File: src/rtl/cpu_fetch_add_core.sv
// Single-issue fetch stage with a 32x32 register file that executes only the
// R-type ADD instruction; a debug port allows preloading and inspecting registers.
module cpu_fetch_add_core #(
  parameter logic [31:0] RESET_PC = 32'd0,
  parameter logic [31:0] PC_STEP  = 32'd1
) (
  input  logic        clock,
  input  logic        reset,
  output logic [31:0] imem_addr,
  input  logic [31:0] imem_data,
  output logic [31:0] instruction,
  output logic        is_add,
  output logic [31:0] alu_result,
  input  logic        dbg_we,
  input  logic [4:0]  dbg_waddr,
  input  logic [31:0] dbg_wdata,
  input  logic [4:0]  dbg_raddr,
  output logic [31:0] dbg_rdata
);

  localparam logic [6:0] OPC_OP    = 7'b0110011;
  localparam logic [2:0] F3_ADD    = 3'b000;
  localparam logic [6:0] F7_ADD    = 7'b0000000;

  logic [31:0] pc;
  logic [31:0] ir;
  logic [31:0] regs [32];

  logic [6:0]  opcode;
  logic [4:0]  rd;
  logic [2:0]  func3;
  logic [4:0]  rs1;
  logic [4:0]  rs2;
  logic [6:0]  func7;
  logic [31:0] rs1_val;
  logic [31:0] rs2_val;

  always_ff @(posedge clock) begin
    if (reset) begin
      pc <= RESET_PC;
      ir <= '0;
    end else begin
      pc <= pc + PC_STEP;
      ir <= imem_data;
    end
  end

  assign imem_addr   = pc;
  assign instruction = ir;

  always_comb begin
    opcode = ir[6:0];
    rd     = ir[11:7];
    func3  = ir[14:12];
    rs1    = ir[19:15];
    rs2    = ir[24:20];
    func7  = ir[31:25];
  end

  assign is_add = (opcode == OPC_OP) && (func3 == F3_ADD) && (func7 == F7_ADD);

  // x0 is forced to zero on every read port rather than relying on storage.
  always_comb begin
    rs1_val   = (rs1 == 5'd0) ? '0 : regs[rs1];
    rs2_val   = (rs2 == 5'd0) ? '0 : regs[rs2];
    dbg_rdata = (dbg_raddr == 5'd0) ? '0 : regs[dbg_raddr];
  end

  assign alu_result = is_add ? (rs1_val + rs2_val) : '0;

  // The add write is issued last so it overrides a debug write to the same register.
  always_ff @(posedge clock) begin
    if (reset) begin
      for (int unsigned i = 0; i < 32; i++) regs[i] <= '0;
    end else begin
      if (dbg_we && (dbg_waddr != 5'd0)) regs[dbg_waddr] <= dbg_wdata;
      if (is_add && (rd != 5'd0))        regs[rd]        <= alu_result;
    end
  end

endmodule

File: config.mk
export PLATFORM = sky130hd
export DESIGN_NAME = cpu_fetch_add_core
export DESIGN_NICKNAME = d
export VERILOG_FILES = /design/src/rtl/cpu_fetch_add_core.sv
export SDC_FILE = /design/constraint.sdc
export NUM_CORES = 2
export LEC_CHECK = 0
export CORE_ASPECT_RATIO = 1.4
export CORE_MARGIN = 2
export CORE_UTILIZATION = 35
export DETAILED_ROUTE_END_ITERATION = 10
export GPL_ROUTABILITY_DRIVEN = 0
export PLACE_DENSITY = 0.5
export REMOVE_ABC_BUFFERS = 1
export SYNTH_ARGS = -nofsm -noshare
export SYNTH_HDL_FRONTEND = slang
export SYNTH_SLANG_ARGS = --single-unit
File: constraint.sdc
create_clock -name clock -period 9.1 [get_ports clock]
set_input_delay 1.82 -clock clock [delete_from_list [all_inputs] [get_ports clock]]
set_output_delay 1.82 -clock clock [all_outputs]
set_load 0.01 [all_outputs]
==> flow_metrics.py <==
metrics = {
    "outcome": {
        "outcome": "finished clean",
    },
    "global_route": {
        "grt_use_total": 0.352,
        "overflow": 0,
        "grt_pass1_wl_mm": 503,
        "grt_max_degree": 83,
        "grt_pass1_vias": 58279,
        "antenna_found_initial": 38,
    },
    "logic_synthesis": {
        "synthDistinctLibCells": 67,
        "ys_seq_elements": 1088,
        "synthTopCellsByCount": "edfxtp_1, nand3_1, mux4_2",
        "synth_cells": 5600,
        "ys_seq_area_frac": 0.447,
        "synth_area_um2": 71700,
        "synth.top_cell.area_share": 0.429,
        "ys_warn_count": 0,
        "synth_edf_count": 1024,
        "async_flop_share": 0,
        "yosysTopAreaCell": "edfxtp_1",
        "ys.flop_type": "edfxtp_1",
        "synth_most_common_cell": "edfxtp_1",
        "synth_area_per_cell_um2": 12.8,
        "yosys-top-cells-area": "edfxtp_1, mux4_2, nand3_1",
    },
    "clocking": {
        "cts_inserted_buffers": 119,
        "postCtsHoldBufs": 0,
        "clock-sinks": 1088,
        "cts_resized": 0,
        "cts_tree": "done",
        "root_buffer": "clkbuf_16",
        "post_cts_buffers": 0,
        "htreeDepth": 3,
        "clkLatencyLatePin_ns": 0.81,
        "clock_path_buffers": 3,
        "clkTransAtPathRegs_ns": 0.06,
    },
    "floorplan": {
        "die-area_um2": 208000,
        "die_w_um": 386,
        "start_util": 0.352,
        "ios": 206,
        "rows": 196,
        "coreArea_um2": 204000,
        "dieHeight_um": 539,
    },
    "setup_path": {
        "worstPathArrival_ns": 7.12,
        "slowest_delay_ns": 0.84,
        "reg2reg_to": "regs[2][29]",
        "path_max_fanout": 39,
        "timing.rr.start": "instruction[21]",
        "crit_family": "compound AO/OA/AOI/OAI gates",
        "rrSetupSlack_ns": 2.61,
        "critPathBufInv": 2,
        "path_cells": "buf_4, mux4_2, mux4_2, mux2i_1, nor2_1, ha_1, and3_1, a21oi_1, o21ai_1, a21oi_1, o21bai_1, a21oi_1, xor2_2, nor2_1, clkdlybuf4s50_1",
        "crit_path_start": "instruction[21]",
        "worstPathRequired_ns": 7.28,
        "critPathCaptureType": "output pin",
        "startpoint_type": "flip-flop",
        "rr_worst_depth": 15,
        "critPathKind": "flip-flop to output pin",
        "cpMaxStageDelayCell": "dfxtp_4",
        "cpMostUsedCell": "a21oi_1",
    },
    "detailed_routing": {
        "wl_per_cell_um": 45.0,
        "drc": 0,
        "first_pass_iters": 7,
        "vias": 61046,
        "drt_iter0_markers": 11052,
        "drtAntennaViolNets": 0,
        "vias_per_cell": 7.31,
        "drt-total-wl_mm": 376,
    },
    "hold_path": {
        "hold_path_class": "flip-flop to flip-flop",
        "hold_end": "imem_addr[0]",
        "worstHoldPathCells": 1,
        "worstHoldStart": "imem_addr[0]",
    },
    "place": {
        "placed_area_um2": 77500,
        "port_buffers": 205,
        "place_worst_setup_slack_ns": 1.02,
        "dpl.hpwl_mm": 225,
    },
    "final_layout": {
        "final_area_um2": 81700,
        "syn2layout_area_growth_pct": 14.0,
        "nets": 5641,
        "fin_util": 0.401,
        "fillCellCount": 18954,
        "drive_gt1_frac": 0.284,
    },
    "job": {
        "maxCapViolations": 0,
    },
    "sta": {
        "fmax_ghz": 0.112,
        "fin_ws_ns": 0.159,
        "setup_viol": 0,
        "rsz0062_at_grt": "false",
        "hold_violations": 0,
        "drv_slew": 0,
        "timing.hold.ws_ns": 0.467,
        "final.setup_skew_ns": 0.0513,
        "final.min_clock_period_ns": 8.94,
        "worstMarginPinSlew_ns": 1.42,
        "min_period_over_period": 0.983,
        "slew_headroom": 0.0494,
    },
    "power_and_ir_drop": {
        "leakage_nw": 25.0,
        "cellPowerDensity_nw_per_um2": 174,
        "ir_drop_mv": 0.185,
    },
}
power breakdown:
group	switching, W	internal (W)
Sequential	0.000252	0.00575
Clock	0.00231	0.00300
Combinational	0.00170	0.00118
Total	0.00426	0.00992
worst reg2reg max path, delay by kind of cell (launching register included):
| kind | cells | cell delay [ns] |
|---|---|---|
| compound gates | 6 | 1.87 |
| xor+xnor | 1 | 0.33 |
| fa+ha+maj | 1 | 0.61 |
| buf+inv | 2 | 1.16 |
| flops | 1 | 0.84 |
| mux | 3 | 1.22 |
| simple gates | 2 | 0.20 |
routing by layer:
| layer | wire [µm] | track usage |
|---|---|---|
| met5 | 189 | 0 |
| met2 | 165000 | 0.525 |
| met4 | 37000 | 0.291 |
| met3 | 53300 | 0.123 |
| met1 | 120000 | 0.409 |
kinds of logic (layout without fill, tap and decap cells):
| group | after synthesis | in the layout | share of synthesized area |
|---|---|---|---|
| other | 1 | 76 | 0.0000523 |
| muxes | 1085 | 1085 | 0.319 |
| xor gates and xnor gates | 51 | 51 | 0.00644 |
| adders and majority gates | 33 | 33 | 0.00587 |
| and+or+nand+nor | 1514 | 1514 | 0.102 |
| AOI/OAI and AO/OA | 1065 | 1065 | 0.0780 |
| buffers and inverters | 763 | 765 | 0.0417 |
| DFF | 1088 | 1088 | 0.447 |
flip-flops by register name, indices dropped and copies added, names as in the netlist:
name / count
regs: 1024
imem_addr: 32
instruction: 32
cells in the final DEF (no fill, tap or decap), types with 32 or more instances in the layout:
cell	instances
a21oi_1	34
nor2_1	186
diode_2	44
nor2_4	34
nand2_2	57
o21ai_1	53
clkdlybuf4s50_1	199
edfxtp_1	1024
ha_1	32
inv_1	37
nand3_1	983
clkbuf_16	121
o21ai_0	904
dfxtp_1	54
mux4_2	958
mux2i_1	125
conb_1	32
nand2_1	112
buf_4	273
nor2b_1	39
worst max-delay path by stage:
| stage | depth (start not counted) | to | slack, ns |
|---|---|---|---|
| 6_report | 15 | alu_result[28] | 0.16 |
| 5_1_grt | 16 | alu_result[17] | 0.06 |
| 4_1_cts | 16 | alu_result[17] | 0.18 |
| 3_5_place_dp | 16 | alu_result[17] | 1.02 |
| 3_3_place_gp | 16 | alu_result[17] | 1.01 |
| 2_1_floorplan | 14 | alu_result[29] | -7.77 |
final cells by class:
| cell class | count | area [µm²] | share of cell area |
|---|---|---|---|
| clock inverters | 82 | 971 | 0.0119 |
| repair buffers | 504 | 4650 | 0.0570 |
| well taps | 2673 | 3340 | 0.0409 |
| flip-flops and latches | 1088 | 32100 | 0.393 |
| clock buffers | 141 | 3100 | 0.0380 |
| diodes | 44 | 110 | 0.00135 |
| multi-input cells | 3780 | 37300 | 0.457 |
| inverters | 38 | 143 | 0.00175 |
through the flow:
step,instances,power (W),setup TNS (ns)
after floorplan,4906,0.00774,-5137.81
after global placement,8081,0.00887,0
after detailed placement,8081,0.00888,0
after CTS,8304,0.0141,0
after global routing,8316,0.0144,0
final,8350,0.0142,0
(Power assumes the default switching activity.)
